<file path="config.mk">
export PLATFORM = sky130hd
export DESIGN_NAME = sort_engine
export DESIGN_NICKNAME = d
export VERILOG_FILES = /design/src/rtl/sort_engine.sv
export SDC_FILE = /design/constraint.sdc
export NUM_CORES = 1
export LEC_CHECK = 0
export CORE_MARGIN = 1.5
export CORE_UTILIZATION = 63
export CTS_CLUSTER_SIZE = 14
export DETAILED_ROUTE_END_ITERATION = 8
export PLACE_DENSITY = 0.86
export REMOVE_ABC_BUFFERS = 1
export SYNTH_ARGS = -nofsm -noshare
export SYNTH_HDL_FRONTEND = slang
export SYNTH_SLANG_ARGS = --single-unit
</file>
<file path="constraint.sdc">
create_clock -name clk -period 14.44 [get_ports clk]
set_input_delay 1.444 -clock clk [delete_from_list [all_inputs] [get_ports clk]]
set_output_delay 1.444 -clock clk [all_outputs]
set_load 0.02 [all_outputs]
</file>
<file path="src/rtl/sort_engine.sv">
// sort_engine: in-place ascending bubble sort over a word-addressed data memory.
// Reads element count n from SIZE_ADDR, sorts BASE_ADDR..BASE_ADDR+n-1 as
// unsigned words, and exits early after the first pass that makes no swap.
// Every memory control output is registered. A read returns mem_rdata
// combinationally from mem_addr, and a write commits for one cycle.
module sort_engine #(
    parameter int DATA_W    = 32,
    parameter int ADDR_W    = 5,
    parameter int SIZE_ADDR = 1,
    parameter int BASE_ADDR = 2,
    parameter int MAX_N     = 30
) (
    input  logic              clk,
    input  logic              rst,
    input  logic              start,
    output logic              busy,
    output logic              done,
    output logic              err,
    output logic [15:0]       swap_count,
    output logic [ADDR_W-1:0] mem_addr,
    output logic [DATA_W-1:0] mem_wdata,
    output logic              mem_write_en,
    output logic              mem_mode,
    input  logic [DATA_W-1:0] mem_rdata
);

    localparam logic [ADDR_W-1:0] BASE_A = ADDR_W'(BASE_ADDR);
    localparam logic [ADDR_W-1:0] SIZE_A = ADDR_W'(SIZE_ADDR);
    localparam logic [ADDR_W-1:0] ONE_A  = ADDR_W'(1);
    localparam logic [DATA_W-1:0] MAX_D  = DATA_W'(MAX_N);
    localparam logic [DATA_W-1:0] TWO_D  = DATA_W'(2);

    typedef enum logic [3:0] {
        IDLE, RD_N, CHK_N, RD_A, RD_B, CMP, WR_A, WR_B, NEXT, DONE
    } state_t;

    state_t            state, d_state;
    logic [DATA_W-1:0] n_q, d_n;
    logic [ADDR_W-1:0] i_q, d_i;
    logic [ADDR_W-1:0] j_q, d_j;
    logic [DATA_W-1:0] reg_a, d_a;
    logic [DATA_W-1:0] reg_b, d_b;
    logic              swapped_q, d_swapped;
    logic              d_busy, d_done, d_err;
    logic [15:0]       d_swap;
    logic [ADDR_W-1:0] d_addr;
    logic [DATA_W-1:0] d_wdata;
    logic              d_we, d_mode;

    // Loop bounds are compared at data width so that n need not be narrowed.
    logic [DATA_W-1:0] i_ext, j_ext, last_j, last_i;

    // Pass and index bounds used by NEXT.
    always_comb begin
        i_ext  = DATA_W'(i_q);
        j_ext  = DATA_W'(j_q);
        last_i = n_q - TWO_D;
        last_j = n_q - TWO_D - i_ext;
    end

    // Next state and next values of every registered output.
    always_comb begin
        d_state   = state;
        d_n       = n_q;
        d_i       = i_q;
        d_j       = j_q;
        d_a       = reg_a;
        d_b       = reg_b;
        d_swapped = swapped_q;
        d_busy    = busy;
        d_done    = done;
        d_err     = err;
        d_swap    = swap_count;
        d_addr    = mem_addr;
        d_wdata   = mem_wdata;
        d_we      = 1'b0;
        d_mode    = 1'b0;

        case (state)
            IDLE: begin
                if (start) begin
                    d_done  = 1'b0;
                    d_err   = 1'b0;
                    d_swap  = '0;
                    d_busy  = 1'b1;
                    d_addr  = SIZE_A;
                    d_state = RD_N;
                end
            end
            RD_N: begin
                d_n     = mem_rdata;
                d_state = CHK_N;
            end
            CHK_N: begin
                if (n_q < TWO_D) begin
                    d_busy  = 1'b0;
                    d_done  = 1'b1;
                    d_state = DONE;
                end else begin
                    if (n_q > MAX_D) begin
                        d_n   = MAX_D;
                        d_err = 1'b1;
                    end
                    d_i       = '0;
                    d_j       = '0;
                    d_swapped = 1'b0;
                    d_addr    = BASE_A;
                    d_state   = RD_A;
                end
            end
            RD_A: begin
                d_a     = mem_rdata;
                d_addr  = BASE_A + j_q + ONE_A;
                d_state = RD_B;
            end
            RD_B: begin
                d_b     = mem_rdata;
                d_state = CMP;
            end
            CMP: begin
                if (reg_a > reg_b) begin
                    if (swap_count != '1) begin
                        d_swap = swap_count + 16'd1;
                    end
                    d_addr  = BASE_A + j_q;
                    d_wdata = reg_b;
                    d_we    = 1'b1;
                    d_mode  = 1'b1;
                    d_state = WR_A;
                end else begin
                    d_state = NEXT;
                end
            end
            WR_A: begin
                d_addr  = BASE_A + j_q + ONE_A;
                d_wdata = reg_a;
                d_we    = 1'b1;
                d_mode  = 1'b1;
                d_state = WR_B;
            end
            WR_B: begin
                d_swapped = 1'b1;
                d_state   = NEXT;
            end
            NEXT: begin
                if (j_ext < last_j) begin
                    d_j     = j_q + ONE_A;
                    d_addr  = BASE_A + j_q + ONE_A;
                    d_state = RD_A;
                end else if (!swapped_q || i_ext == last_i) begin
                    d_busy  = 1'b0;
                    d_done  = 1'b1;
                    d_state = DONE;
                end else begin
                    d_i       = i_q + ONE_A;
                    d_j       = '0;
                    d_swapped = 1'b0;
                    d_addr    = BASE_A;
                    d_state   = RD_A;
                end
            end
            DONE: begin
                d_state = IDLE;
            end
            default: begin
                d_state = IDLE;
            end
        endcase
    end

    // State, datapath and output registers; reset aborts any sort in flight.
    always_ff @(posedge clk or posedge rst) begin
        if (rst) begin
            state        <= IDLE;
            n_q          <= '0;
            i_q          <= '0;
            j_q          <= '0;
            reg_a        <= '0;
            reg_b        <= '0;
            swapped_q    <= 1'b0;
            busy         <= 1'b0;
            done         <= 1'b0;
            err          <= 1'b0;
            swap_count   <= '0;
            mem_addr     <= '0;
            mem_wdata    <= '0;
            mem_write_en <= 1'b0;
            mem_mode     <= 1'b0;
        end else begin
            state        <= d_state;
            n_q          <= d_n;
            i_q          <= d_i;
            j_q          <= d_j;
            reg_a        <= d_a;
            reg_b        <= d_b;
            swapped_q    <= d_swapped;
            busy         <= d_busy;
            done         <= d_done;
            err          <= d_err;
            swap_count   <= d_swap;
            mem_addr     <= d_addr;
            mem_wdata    <= d_wdata;
            mem_write_en <= d_we;
            mem_mode     <= d_mode;
        end
    end

endmodule

</file>
==> key figures <==
Cells and area
  – Multi-input logic area: 5690 µm²
  – Area Overhead vs Synth: 15.89%
  – Most common cell after layout, fill and taps aside: dfrtp_1
  – Fill count: 1157
  – Design Area, Final: 11990 µm²
  – Nets: 1268
  – Register Area: around 4200 µm²
  – Non-filler cells, final: approximately 1400
  – Fraction of layout cells with a size suffix above 1: 9.357%
  – Final Util: 75.19%
  – Most frequent cells in the layout: dfrtp_1 (168), nand2_1 (156), o21ai_0 (123)

Critical path
  – Worst stage delay on the critical path: 0.70 ns
  – Startpoint Class: flip-flop
  – CP endpoint: busy
  – Crit Path Category: reg2reg
  – FF-to-FF setup slack: 8.95 ns
  – WP data arrival: roughly 5.8 ns
  – CP max-delay cell: nor3_2
  – Crit path launch: n_q[1]
  – FF-to-FF Start: n_q[1]
  – Critical path, cell by cell: inv_1 > ha_1 > xor2_1 > ha_1 > a21o_1 > a21oi_1 > o211a_1 > nand4b_1 > or2_2 > or4_1 > a22oi_1 > nand4_2 > nor3_2 > a21o_2 > nand3_1 > a21o_1
  – Reg-to-Reg End: busy
  – WP data required: 14.75 ns
  – Crit-path max FO: 14
  – Worst r2r path cells: 16
  – Critical Path End Type: flip-flop

Route
  – First DRT Iteration DRCs: around 840
  – ANT nets after route: 0
  – Avg WL per Cell: 19.24 µm
  – DRC Markers: 0
  – First-pass DRT Iterations: 5
  – Via count: 8871
  – Vias per inst: approximately 6.3
  – Routed WL: 27200 µm

STA
  – Final period utilization: 38.02%
  – Endpoints failing setup: 0
  – Final hold vios: 0
  – RSZ-0062 raised after global routing: no
  – Final min period: 5.490 ns
  – Relative slew slack: 20.60%
  – Worst slew pin tran: 1.191 ns
  – Clock skew: 0.01006 ns
  – Fmax: 0.1822 GHz
  – Setup_tns: 0 ns
  – Fin. max-slew vios: 0
  – Min setup slack post-route: 8.951 ns

Global route
  – Initial antenna violation count: 0
  – Global route total overflow: 0
  – Number of global-route vias before repair: 8859
  – Global-route wire length before repair: about 45000 µm
  – Largest net degree at the start of global routing: about 100
  – Total track usage: 32.57%

Clock tree
  – Cts bufs inserted: 17
  – CTS Sinks: 168
  – CTS tree: yes
  – Post-CTS Setup Inserts: 0
  – Clk root buf: clkbuf_16
  – Worst skew pair latency: around 0.43 ns
  – Hold_buf cts: 0
  – Bufs on Longest Clock Path: 2
  – Clk slew on worst S/H paths: roughly 0.060 ns
  – Cts repair resizes: 0
  – H-tree levels: 4

Power
  – P_leak: 4.909 nW
  – Pwr dens: 225.9 nW/µm²
  – Worst vdd ir: 0.0001423 V

Die
  – Core outline area: ~16000 µm²
  – Initial core utilization: 64.88%
  – Die Area: 17200 µm²
  – # rows: 46
  – Ports: 93
  – Die width: 131.1 µm
  – Chip height: 131.1 µm

Synthesis
  – Synth Flop Type: dfrtp_1
  – EDFF count, synth: 0
  – Mapped Area: 10340 µm²
  – Unique cell type count in the Yosys netlist: 91
  – Fraction of registers with async set/reset: 100.0%
  – Yosys warnings: 0
  – Yosys reg bits: 168
  – Cells after synthesis: 1126
  – Avg Inst Size Synth: 9.186 µm²
  – Seq/Total Area, Yosys: 40.64%

Placement
  – I/O Buffers: 92
  – DP HPWL: a little under 20000 µm
  – Routability cong.: 0.9903
  – Pre-CTS setup slack: 9.019 ns
  – Dpl cells: 1381
  – Placed cell area: 11350 µm²

Job
  – Max Cap Violations: 0

Status
  – Status: completed

Min path
  – Hold Crit Class: reg2reg
-- sequential cells by signal, indices dropped and copies added, names as in the netlist --
| register | count |
|---|---|
| mem_wdata | 32 |
| done | 1 |
| j_q | 5 |
| reg_a | 32 |
| state | 4 |
| err | 1 |
| n_q | 32 |
| swap_count | 16 |
| mem_mode | 1 |
| busy | 1 |
| mem_addr | 5 |
| i_q | 5 |
| swapped_q | 1 |
| reg_b | 32 |
-- metrics by stage --
step	total power, mW	hold WS, ns
after floorplan	1.747	0.4498
after global placement	2.139	0.4614
after detailed placement	2.182	0.4812
after CTS	2.694	0.4955
after global routing	2.896	0.5222
final	2.708	0.4953
-- routing by layer --
metal | global-route usage (%) | vias to the layer above | routed length [µm]
met4 | 12.98 | 0 | 782
met1 | 42.11 | 4327 | 11670
met5 | 0 | - | 0
li1 | - | 4148 | -
met3 | 5.903 | 60 | 1584
met2 | 54.41 | 336 | 13170
-- critical path, delay by kind of cell (launching register included) --
family                     cells  cell delay, ns
AOI/OAI and AO/OA              6            1.42
xor gates and xnor gates       1            0.21
adders and majority gates      2            0.73
buffers and inverters          1            0.12
DFF                            1            0.53
and+or+nand+nor                6            2.35
-- kinds of logic after synthesis --
kind of cell	after synthesis	synth area share (%)
and+or+nand+nor	407	20.60
AOI/OAI and AO/OA	270	17.13
DFF	168	40.64
muxes	68	6.980
xor gates and xnor gates	48	4.064
buffers and inverters	116	4.584
adders and majority gates	49	6.000
-- report_power, final --
part           switching, mW  internal [mW]
Combinational          0.784          0.564
Sequential             0.210          0.659
Clock                  0.190          0.300
-- layout make-up --
cell class	instances	share of cell area, %
clock buffers	22	3.872
repair buffers	99	8.120
clock inverters	10	1.399
well taps	216	2.254
diodes	1	0.02087
flip-flops and latches	168	35.07
inverters	56	1.795
multi-input cells	842	47.47
-- how the worst min path moves through the flow --
stage | from | to | slack, ns | cells after the start
floorplan | reg_a[0] | mem_wdata[0] | 0.45 | 2
global placement | busy | busy | 0.46 | 1
detailed placement | mem_addr[4] | mem_addr[4] | 0.48 | 2
CTS | mem_addr[4] | mem_addr[4] | 0.50 | 2
global route | mem_addr[4] | mem_addr[4] | 0.52 | 2
finish | mem_addr[4] | mem_addr[4] | 0.50 | 2
-- cells in the mapped netlist, types with 5 or more instances --
| cell | count | area [µm²] |
|---|---|---|
| a211oi_1 | 5 | 37.54 |
| a21o_1 | 17 | 127.6 |
| a21oi_1 | 29 | 145.1 |
| a22oi_1 | 6 | 45.04 |
| a31oi_1 | 5 | 31.28 |
| and3_1 | 9 | 56.30 |
| and4_1 | 5 | 43.79 |
| buf_2 | 7 | 35.03 |
| clkbuf_1 | 45 | 168.9 |
| dfrtp_1 | 168 | 4204 |
| ha_1 | 48 | 600.6 |
| inv_1 | 56 | 210.2 |
| mux2_2 | 33 | 371.6 |
| mux2i_1 | 35 | 350.3 |
| nand2_1 | 156 | 585.6 |
| nand2b_1 | 13 | 81.33 |
| nand3_1 | 26 | 130.1 |
| nand3b_1 | 7 | 52.55 |
| nand4_1 | 25 | 156.4 |
| nor2_1 | 56 | 210.2 |
| nor2b_1 | 11 | 68.82 |
| nor3_1 | 25 | 125.1 |
| nor3b_1 | 6 | 45.04 |
| nor4_1 | 12 | 75.07 |
| nor4_2 | 5 | 62.56 |
| o21a_1 | 10 | 75.07 |
| o21ai_0 | 123 | 615.6 |
| o21ai_1 | 10 | 50.05 |
| o31ai_1 | 5 | 37.54 |
| or3_1 | 17 | 106.4 |
| xnor2_1 | 27 | 236.5 |
| xor2_1 | 21 | 183.9 |
Note: power is estimated with default switching activity, not from simulation.
